==> src/rtl/ps2_pkg.sv <==
// Shared types and sizing helpers for the PS/2 keyboard receive path.
package ps2_pkg;
  typedef enum logic [1:0] {
    IDLE,
    DATA,
    PARITY,
    STOP
  } state_e;

  localparam int FRAME_BITS = 11;
  localparam int DEF_DEPTH  = 8;
  localparam int DEF_CNT_W  = $clog2(DEF_DEPTH) + 1;

  function automatic int cnt_width(input int depth);
    return $clog2(depth) + 1;
  endfunction
endpackage

==> src/rtl/sync_fifo.sv <==
// Show-ahead scancode FIFO with push/pop/flush and occupancy count.
module sync_fifo
  import ps2_pkg::*;
#(
  parameter int WIDTH = 8,
  parameter int DEPTH = 8,
  localparam int AW = $clog2(DEPTH),
  localparam int CW = cnt_width(DEPTH)
) (
  input  logic             clk,
  input  logic             rst_n,
  input  logic             push_i,
  input  logic [WIDTH-1:0] data_i,
  input  logic             pop_i,
  input  logic             flush_i,
  output logic [WIDTH-1:0] data_o,
  output logic             full_o,
  output logic             empty_o,
  output logic [CW-1:0]    count_o
);
  logic [WIDTH-1:0] mem_q [DEPTH];
  logic [AW-1:0]    wr_q, wr_d;
  logic [AW-1:0]    rd_q, rd_d;
  logic [CW-1:0]    cnt_q, cnt_d;
  logic             do_push, do_pop;

  assign empty_o = (cnt_q == '0);
  assign full_o  = (cnt_q == CW'(DEPTH));
  assign count_o = cnt_q;
  assign data_o  = empty_o ? '0 : mem_q[rd_q];

  // A pop frees the slot in the same cycle, so a full FIFO still accepts.
  assign do_pop  = pop_i & ~empty_o & ~flush_i;
  assign do_push = push_i & ~flush_i & (~full_o | do_pop);

  always_comb begin
    wr_d  = wr_q;
    rd_d  = rd_q;
    cnt_d = cnt_q;
    if (flush_i) begin
      wr_d  = '0;
      rd_d  = '0;
      cnt_d = '0;
    end else begin
      if (do_push) wr_d = wr_q + AW'(1);
      if (do_pop)  rd_d = rd_q + AW'(1);
      cnt_d = cnt_q + CW'(do_push) - CW'(do_pop);
    end
  end

  always_ff @(posedge clk) begin
    if (!rst_n) begin
      wr_q  <= '0;
      rd_q  <= '0;
      cnt_q <= '0;
    end else begin
      wr_q  <= wr_d;
      rd_q  <= rd_d;
      cnt_q <= cnt_d;
    end
  end

  always_ff @(posedge clk) begin
    if (do_push) mem_q[wr_q] <= data_i;
  end
endmodule

==> src/rtl/ps2_kbd_ctrl.sv <==
// PS/2 keyboard receiver: pin sync, frame FSM with watchdog, scancode FIFO.
module ps2_kbd_ctrl
  import ps2_pkg::*;
#(
  parameter int FIFO_DEPTH  = 8,
  parameter int TIMEOUT_CYC = 50000,
  parameter int SYNC_STAGES = 2,
  localparam int WW = $clog2(TIMEOUT_CYC + 1)
) (
  input  logic                        clk,
  input  logic                        rst_n,
  input  logic                        ps2_clk,
  input  logic                        ps2_data,
  input  logic                        rd_stb,
  input  logic                        clr_stb,
  output logic [7:0]                  rd_data,
  output logic                        ready,
  output logic [$clog2(FIFO_DEPTH):0] count,
  output logic                        overflow,
  output logic                        parity_err,
  output logic                        frame_irq
);
  logic [SYNC_STAGES-1:0] sclk_q, sdat_q;
  logic                   prev_q;
  logic                   sclk, sdat, fall;

  state_e        state_q, state_d;
  logic [2:0]    bcnt_q, bcnt_d;
  logic [7:0]    sh_q, sh_d;
  logic          par_q, par_d;
  logic [WW-1:0] wd_q, wd_d;
  logic          ovf_q, ovf_d;
  logic          perr_q, perr_d;
  logic          irq_q;
  logic          good, bad;
  logic          full, empty;

  assign sclk = sclk_q[SYNC_STAGES-1];
  assign sdat = sdat_q[SYNC_STAGES-1];
  assign fall = prev_q & ~sclk;

  always_comb begin
    state_d = state_q;
    bcnt_d  = bcnt_q;
    sh_d    = sh_q;
    par_d   = par_q;
    good    = 1'b0;
    bad     = 1'b0;
    if (fall) begin
      unique case (state_q)
        IDLE: if (!sdat) begin
          state_d = DATA;
          bcnt_d  = '0;
        end
        DATA: begin
          sh_d   = {sdat, sh_q[7:1]};
          bcnt_d = bcnt_q + 3'd1;
          if (bcnt_q == 3'd7) state_d = PARITY;
        end
        PARITY: begin
          par_d   = sdat;
          state_d = STOP;
        end
        STOP: begin
          good    = sdat & (^{sh_q, par_q});
          bad     = ~good;
          state_d = IDLE;
        end
      endcase
    end else if (state_q != IDLE && wd_q >= WW'(TIMEOUT_CYC)) begin
      state_d = IDLE;
    end
  end

  assign wd_d = fall ? '0
              : (wd_q >= WW'(TIMEOUT_CYC)) ? wd_q
              : wd_q + WW'(1);

  // A set on the same cycle as clr_stb survives the clear.
  assign ovf_d  = (ovf_q & ~clr_stb)
                | (good & full & ~(rd_stb & ~clr_stb));
  assign perr_d = (perr_q & ~clr_stb) | bad;

  always_ff @(posedge clk) begin
    if (!rst_n) begin
      sclk_q  <= '1;
      sdat_q  <= '1;
      prev_q  <= 1'b1;
      state_q <= IDLE;
      bcnt_q  <= '0;
      sh_q    <= '0;
      par_q   <= 1'b0;
      wd_q    <= '0;
      ovf_q   <= 1'b0;
      perr_q  <= 1'b0;
      irq_q   <= 1'b0;
    end else begin
      sclk_q  <= {sclk_q[SYNC_STAGES-2:0], ps2_clk};
      sdat_q  <= {sdat_q[SYNC_STAGES-2:0], ps2_data};
      prev_q  <= sclk;
      state_q <= state_d;
      bcnt_q  <= bcnt_d;
      sh_q    <= sh_d;
      par_q   <= par_d;
      wd_q    <= wd_d;
      ovf_q   <= ovf_d;
      perr_q  <= perr_d;
      irq_q   <= good;
    end
  end

  sync_fifo #(
    .WIDTH(8),
    .DEPTH(FIFO_DEPTH)
  ) u_fifo (
    .clk    (clk),
    .rst_n  (rst_n),
    .push_i (good),
    .data_i (sh_q),
    .pop_i  (rd_stb),
    .flush_i(clr_stb),
    .data_o (rd_data),
    .full_o (full),
    .empty_o(empty),
    .count_o(count)
  );

  assign ready      = ~empty;
  assign overflow   = ovf_q;
  assign parity_err = perr_q;
  assign frame_irq  = irq_q;
endmodule

==> config.mk <==
export PLATFORM = sky130hd
export DESIGN_NAME = ps2_kbd_ctrl
export DESIGN_NICKNAME = d
export VERILOG_FILES = /design/src/rtl/ps2_pkg.sv /design/src/rtl/sync_fifo.sv /design/src/rtl/ps2_kbd_ctrl.sv
export SDC_FILE = /design/constraint.sdc
export NUM_CORES = 1
export LEC_CHECK = 0
export BUFFER_PORTS_ARGS = -buffer_cell sky130_fd_sc_hd__buf_4
export CORE_ASPECT_RATIO = 1.2
export CORE_MARGIN = 4
export CORE_UTILIZATION = 45
export CTS_BUF_LIST = sky130_fd_sc_hd__clkbuf_2 sky130_fd_sc_hd__clkbuf_4 sky130_fd_sc_hd__clkbuf_8
export DETAILED_ROUTE_END_ITERATION = 12
export PLACE_DENSITY = 0.67
export SYNTH_ARGS = -nofsm -noshare
export SYNTH_HDL_FRONTEND = slang
export SYNTH_HIERARCHICAL = 1
export SYNTH_SLANG_ARGS = --single-unit
==> constraint.sdc <==
create_clock -name clk -period 8.2 [get_ports clk]
set_input_delay 1.64 -clock clk [delete_from_list [all_inputs] [get_ports clk]]
set_output_delay 1.64 -clock clk [all_outputs]
set_load 0.1 [all_outputs]
==> results of run 1 <==
cells in the final DEF, fill, tap and decap left out, types with 14 or more instances in the layout:
cell type,count
nand2_1,24
inv_1,22
clkbuf_8,17
nor2_1,20
ha_1,15
buf_4,22
edfxtp_1,64
dfxtp_1,51
nand3_1,14
a21oi_1,30
metal layers:
metal | track usage | part of all wire
met5 | 0 | 0
met4 | 0.0510 | 0.011
met3 | 0.0597 | 0.049
met2 | 0.246 | 0.49
met1 | 0.188 | 0.45
cell families (layout without fill, tap and decap cells):
kind of cell | count (synthesis) | in the layout
AOI/OAI and AO/OA | 74 | 74
xor gates and xnor gates | 12 | 12
adders and majority gates | 16 | 16
buffers and inverters | 33 | 76
DFF | 115 | 115
muxes | 22 | 22
and+or+nand+nor | 107 | 107
cells in the mapped netlist (all sizes together) (4+ instances only):
cell type	count	area [sq um]
o31ai	4	30.0
xnor2	8	70.1
a21oi	31	159
dfxtp	51	1020
a22o	8	70.1
nand2	24	90.1
clkbuf	6	22.5
buf	5	45.0
or3	10	62.6
nand3	14	70.1
nand4	4	25.0
nor2	20	75.1
mux4	16	383
edfxtp	64	1920
mux2i	6	60.1
ha	15	188
nand2b	11	68.8
and2	4	25.0
o21ai	15	75.1
inv	22	82.6
layout make-up:
type | count | share of cell area
Timing Repair Buffer | 22 | 0.0300
Multi-Input combinational cell | 231 | 0.330
Tap cell | 129 | 0.0294
Clock inverter | 14 | 0.0164
Sequential cell | 115 | 0.535
Clock buffer | 18 | 0.0439
Inverter | 22 | 0.0150
worst reg2reg max path: cells and delay by family, from the launching register on:
kind	cells	cell delay (ns)
AOI/OAI and AO/OA	1	0.21
and+or+nand+nor	3	0.74
xor gates and xnor gates	4	0.91
buffers and inverters	2	0.19
adders and majority gates	2	0.52
DFF	1	0.55
flip-flops by register name (all words and copies together), names as in the netlist, 3 cells and up, named ones only:
register / flops
wd_q: 16
u_fifo/count_o: 4
sh_q: 8
u_fifo/rd_q: 3
u_fifo/mem_q: 64
bcnt_q: 3
u_fifo/wr_q: 3
power by group through the flow:
stage / Combinational [mW] / Sequential (mW) / Clock (mW)
finish: 0.0156 / 0.607 / 0.437
global route: 0.0183 / 0.607 / 0.477
CTS: 0.0160 / 0.607 / 0.447
detailed placement: 0.0160 / 0.619 / 0
global placement: 0.0151 / 0.619 / 0
floorplan: 0.0100 / 0.619 / 0
worst paths after layout:
path | startpoint | endpoint | slack (ns) | cells past startpoint
worst max-delay path | flip-flop | rd_data[7] | 4.05 | 3
worst max register to register | sh_q[4] | u_fifo/count_o[2] | 4.96 | 12
worst min register to register | sclk_q[0] | sclk_q[1] | 0.41 | 1
worst min-delay path | sclk_q[0] | sclk_q[1] | 0.41 | 1
per-stage QoR:
stage          cells  total power [mW]   util  setup WS [ns]
6_report         551              1.06  0.520           4.05
5_1_grt          551              1.10  0.520           3.83
4_1_cts          551              1.07  0.520           3.95
3_5_place_dp     519             0.635  0.489           4.33
3_3_place_gp     519             0.634  0.489           4.41
2_1_floorplan    379             0.629      -           3.73
==> run_results.csv, run 1 <==
group,metric,value,unit
status,status,"finished clean",
worst_hold_path,min_path_type,"flip-flop to flip-flop",
pwr,total_leakage_power,1.89,nW
floorplanning,io_pins,22,
sta,fmax,241,MHz
final_layout,multi_input_area,0.00181,sq mm
detailed_routing,viasPerCell,5.36,
sta,slew_headroom,0.147,
grt,antenna_found_initial,0,
sta,setup_violations,0,
floorplanning,die_area,0.0126,sq mm
sta,slew_violations,0,
job,maxCapViolations,0,
clock_tree,clkTransAtPathRegs,0.07,ns
final_layout,antenna_cells,0,
setup_path,cp-start-kind,"flip-flop",
detailed_routing,drt_iter0_markers,169,
final_layout,fin_nets,431,
synthesis,yosysSeqAreaShare,0.600,
sta,clock-skew-final,0.0102,ns
grt,grt_pass1_wl,14.4,mm
synthesis,synth_compound_area_frac,0.0936,
synthesis,yosys_warnings,6,
clock_tree,post-cts-setup-buffer-count,0,
setup_path,critical_path.top_delay_family,"flip-flops",
sta,fin_hold_ws,0.406,ns
grt,grt_max_degree,19,
place,place.gp.congestion,0.786,
synthesis,synth_cell_types,53,
floorplanning,start_util,0.464,
floorplanning,fp.coreArea,0.0106,sq mm
setup_path,max_stage_delay,0.96,ns
clock_tree,post_cts_resized,0,
clock_tree,clk_latency,0.42,ns
grt,grt_pass1_vias,2936,
synthesis,synth.cell_area,0.00491,sq mm
final_layout,fin_area,0.00550,sq mm
place,placed_cell_area,0.00517,sq mm
synthesis,synth_xor_area_frac,0.0242,
detailed_routing,drc_errors,0,
synthesis,syn_inst,379,
pwr,power_frac_comb,0.015,
setup_path,cp_cell_sequence,"mux4_1 -> a22o_1 -> buf_4",
setup_path,crit_buf_inv,1,
synthesis,yosys.area_share.simple,0.119,
synthesis,synth_nets,401,
final_layout,nFillCells,909,
clock_tree,hold_buffers,0,
synthesis,syn_area_per_cell,12.9,sq um
sta,worst_slew_pin_slew,1.27,ns
clock_tree,cts_sinks,115,
floorplanning,die_w,103,microns
grt,overflow,0,
sta,grt_setup_unrepaired,"no",
setup_path,crit_slowest_cell,"dfxtp_1",
setup_path,arrival,2.51,ns
pwr,switchingPower,0.241,mW
floorplanning,rows,41,
detailed_routing,drtPass1Iterations,5,
synthesis,synthArstFlopShare,0,
setup_path,cp.required,6.56,ns
sta,timing.final.crit_share,0.506,
place,portBuffers,21,
pwr,internal_power,0.818,mW
clock_tree,clockBufferDepth,2,
floorplanning,die_y,122,microns
detailed_routing,wl_per_cell,15.5,microns
clock_tree,numCtsBuffers,17,
setup_path,crit_fanout,16,
pwr,ir_worst_vdd,0.0000927,V
synthesis,synthAdderAreaFrac,0.0423,
synthesis,synth_ff_type,"edfxtp_1",
pwr,seqPwrFrac,0.573,
sta,tns,0,ns
synthesis,yosys-mux-area-fraction,0.0903,
place,dp_hpwl,5.76,mm
detailed_routing,wirelength,8.54,mm
detailed_routing,ant_nets,0,
grt,grt_usage,0.153,
pwr,power.density,193,mW/mm^2
final_layout,ff_latch_area,0.00294,sq mm
setup_path,end_kind,"primary output",
sta,hold_viol,0,
synthesis,synth_enable_flop_cells,64,
detailed_routing,vias,2952,
synthesis,synth_top_family_by_area,"simple AND/OR/NAND/NOR gates",
pwr,power_frac_clock,0.412,
final_layout,drive_above_1_share,0.161,
synthesis,synth-seq-cells,115,
pwr,p_sw_frac,0.228,
clock_tree,cts_tree,"yes",
clock_tree,cts-root-buf,"clkbuf_8",
setup_path,crit_type,"flip-flop to primary output",
sta,period_needed,4.15,ns
clock_tree,ctsHtreeMaxLevel,4,
final_layout,area_growth,12.0,%
Power figures use the tool's default switching activity.
==> inputs of run 2 (changes only) <==
--- a/config.mk
+++ b/config.mk
@@ -11,7 +11,7 @@
 export CORE_UTILIZATION = 45
 export CTS_BUF_LIST = sky130_fd_sc_hd__clkbuf_2 sky130_fd_sc_hd__clkbuf_4 sky130_fd_sc_hd__clkbuf_8
 export DETAILED_ROUTE_END_ITERATION = 12
-export PLACE_DENSITY = 0.67
+export PLACE_DENSITY = 0.7
 export SYNTH_ARGS = -nofsm -noshare
 export SYNTH_HDL_FRONTEND = slang
 export SYNTH_HIERARCHICAL = 1
==> constraint.sdc (replaced) <==
create_clock -name clk -period 3.42 [get_ports clk]
set_input_delay 0.684 -clock clk [delete_from_list [all_inputs] [get_ports clk]]
set_output_delay 0.684 -clock clk [all_outputs]
set_load 0.1 [all_outputs]
==> run 2 against run 1 <==
  * Total power grew to 2.6 times the previous value
  * Via count is 3.4% higher
  * Utilization is 1.5 points higher
==> run_results.csv, run 2 (synthesis gave the netlist of run 1 again) <==
group,metric,value,unit
status,status,"finished clean",
grt,grt_pass1_wl,14.6,mm
clock_tree,cts-root-buf,"clkbuf_8",
floorplanning,fp.coreArea,0.0106,sq mm
job,maxCapViolations,0,
floorplanning,die_area,0.0126,sq mm
sta,grt_setup_unrepaired,"no",
detailed_routing,drc_errors,0,
sta,slew_violations,0,
sta,fin_hold_ws,0.409,ns
detailed_routing,viasPerCell,5.41,
setup_path,end_kind,"flip-flop",
final_layout,drive_above_1_share,0.193,
detailed_routing,vias,3052,
place,dp.cells,532,
detailed_routing,drt_iter0_markers,115,
detailed_routing,wl_per_cell,15.6,microns
clock_tree,clk_latency,0.42,ns
floorplanning,io_pins,22,
clock_tree,ctsHtreeMaxLevel,4,
place,place.gp.congestion,0.763,
setup_path,crit_type,"flip-flop to flip-flop",
floorplanning,die_w,103,microns
clock_tree,clockBufferDepth,2,
clock_tree,clkTransAtPathRegs,0.07,ns
setup_path,r2r_end,"u_fifo/count_o[2]",
final_layout,fin_cells,564,
final_layout,final_cell_mix,"edfxtp_1, dfxtp_1, buf_4",
floorplanning,start_util,0.464,
sta,hold_viol,0,
sta,worst_slew_pin_slew,0.770,ns
clock_tree,cts_tree,"yes",
floorplanning,die_y,122,microns
setup_path,regToRegSetupSlack,0.25,ns
setup_path,arrival,3.47,ns
worst_hold_path,min_to,"sdat_q[1]",
place,portBuffers,21,
final_layout,final_common_cell,"edfxtp_1",
sta,slew_headroom,0.486,
setup_path,cp-start-kind,"flip-flop",
setup_path,cp.required,3.72,ns
sta,fmax,316,MHz
final_layout,post-route-util,0.535,
grt,overflow,0,
final_layout,largest_reg_flops,64,
sta,setup_violations,0,
grt,grt_max_degree,19,
worst_hold_path,hold_depth,1,
place,dp_hpwl,5.73,mm
sta,clock-skew-final,0.0171,ns
setup_path,crit_fanout,11,
final_layout,regMostFlops,"u_fifo/mem_q",
clock_tree,post_cts_resized,0,
grt,grt_usage,0.152,
worst_hold_path,min-delay-start,"sdat_q[0]",
sta,period_needed,3.17,ns
detailed_routing,wirelength,8.79,mm
final_layout,top_regs,"u_fifo/mem_q: 64 flops, wd_q: 16 flops, sh_q: 8 flops",
clock_tree,post-cts-setup-buffer-count,0,
sta,tns,0,ns
grt,grt_pass1_vias,2979,
grt,antenna_found_initial,0,
final_layout,area_growth,15.2,%
clock_tree,hold_buffers,0,
sta,timing.final.crit_share,0.926,
clock_tree,cts_sinks,115,
floorplanning,rows,41,
detailed_routing,drtPass1Iterations,4,
setup_path,r2r_cells,12,
worst_hold_path,min_path_type,"flip-flop to flip-flop",
pwr,ir_worst_vdd,0.000265,V
pwr,total_leakage_power,2.00,nW
detailed_routing,ant_nets,0,
setup_path,reg2reg_from,"sh_q[4]",
clock_tree,numCtsBuffers,17,
final_layout,fin_nets,444,
pwr,power.density,480,mW/mm^2
final_layout,antenna_cells,0,
## run 2: area by class of cell
class	instances	area [sq um]
inverter	22	82.6
multi-input combinational	231	1820
timing repair buffer	35	263
clock inverter	15	156
fill	913	4910
tap	129	161
clock buffer	17	234
sequential	115	2940
## run 2: worst max path at each step
stage / start / to / slack [ns]
global route: sh_q[4] / u_fifo/count_o[2] / 0.1
global placement: sh_q[4] / u_fifo/count_o[2] / 0.38
floorplan: u_fifo/count_o[2] / rd_data[0] / -0.08
CTS: sh_q[4] / u_fifo/count_o[2] / 0.25
detailed placement: sh_q[4] / u_fifo/count_o[2] / 0.25
finish: sh_q[4] / u_fifo/count_o[2] / 0.25
## run 2: per-stage QoR
stage | setup WS [ns] | area [sq um] | power [mW]
final | 0.254 | 5660 | 2.71
after global routing | 0.0966 | 5660 | 2.81
after CTS | 0.247 | 5660 | 2.74
after detailed placement | 0.245 | 5270 | 1.52
after global placement | 0.381 | 5270 | 1.52
after floorplan | -0.0769 | 4910 | 1.51
## run 2: worst max-delay path: stages, from the launching register on
cell and delay (ns):
dfxtp_1 0.50, xnor2_1 0.16, xnor3_1 0.43, xnor2_1 0.16, nand3_1 0.11, inv_1 0.12, or4_4 0.55, a21bo_2 0.21
ha_1 0.15, inv_1 0.05, fa_1 0.37, xor2_1 0.17, nor2_1 0.05
## run 2: where the power goes
part / internal [mW] / switching (mW)
clock network: 0.654 / 0.567
logic: 0.0133 / 0.0248
registers: 1.45 / 0.00563
total: 2.11 / 0.598
## run 2: routing by layer
layer / vias to the layer above / wire (microns) / part of all wire / GRT usage
met5: - / 0 / 0 / 0
met4: 0 / 108 / 0.012 / 0.0607
met3: 9 / 244 / 0.028 / 0.0387
met2: 38 / 4330 / 0.49 / 0.248
met1: 1501 / 4110 / 0.47 / 0.192
li1: 1504 / - / - / -
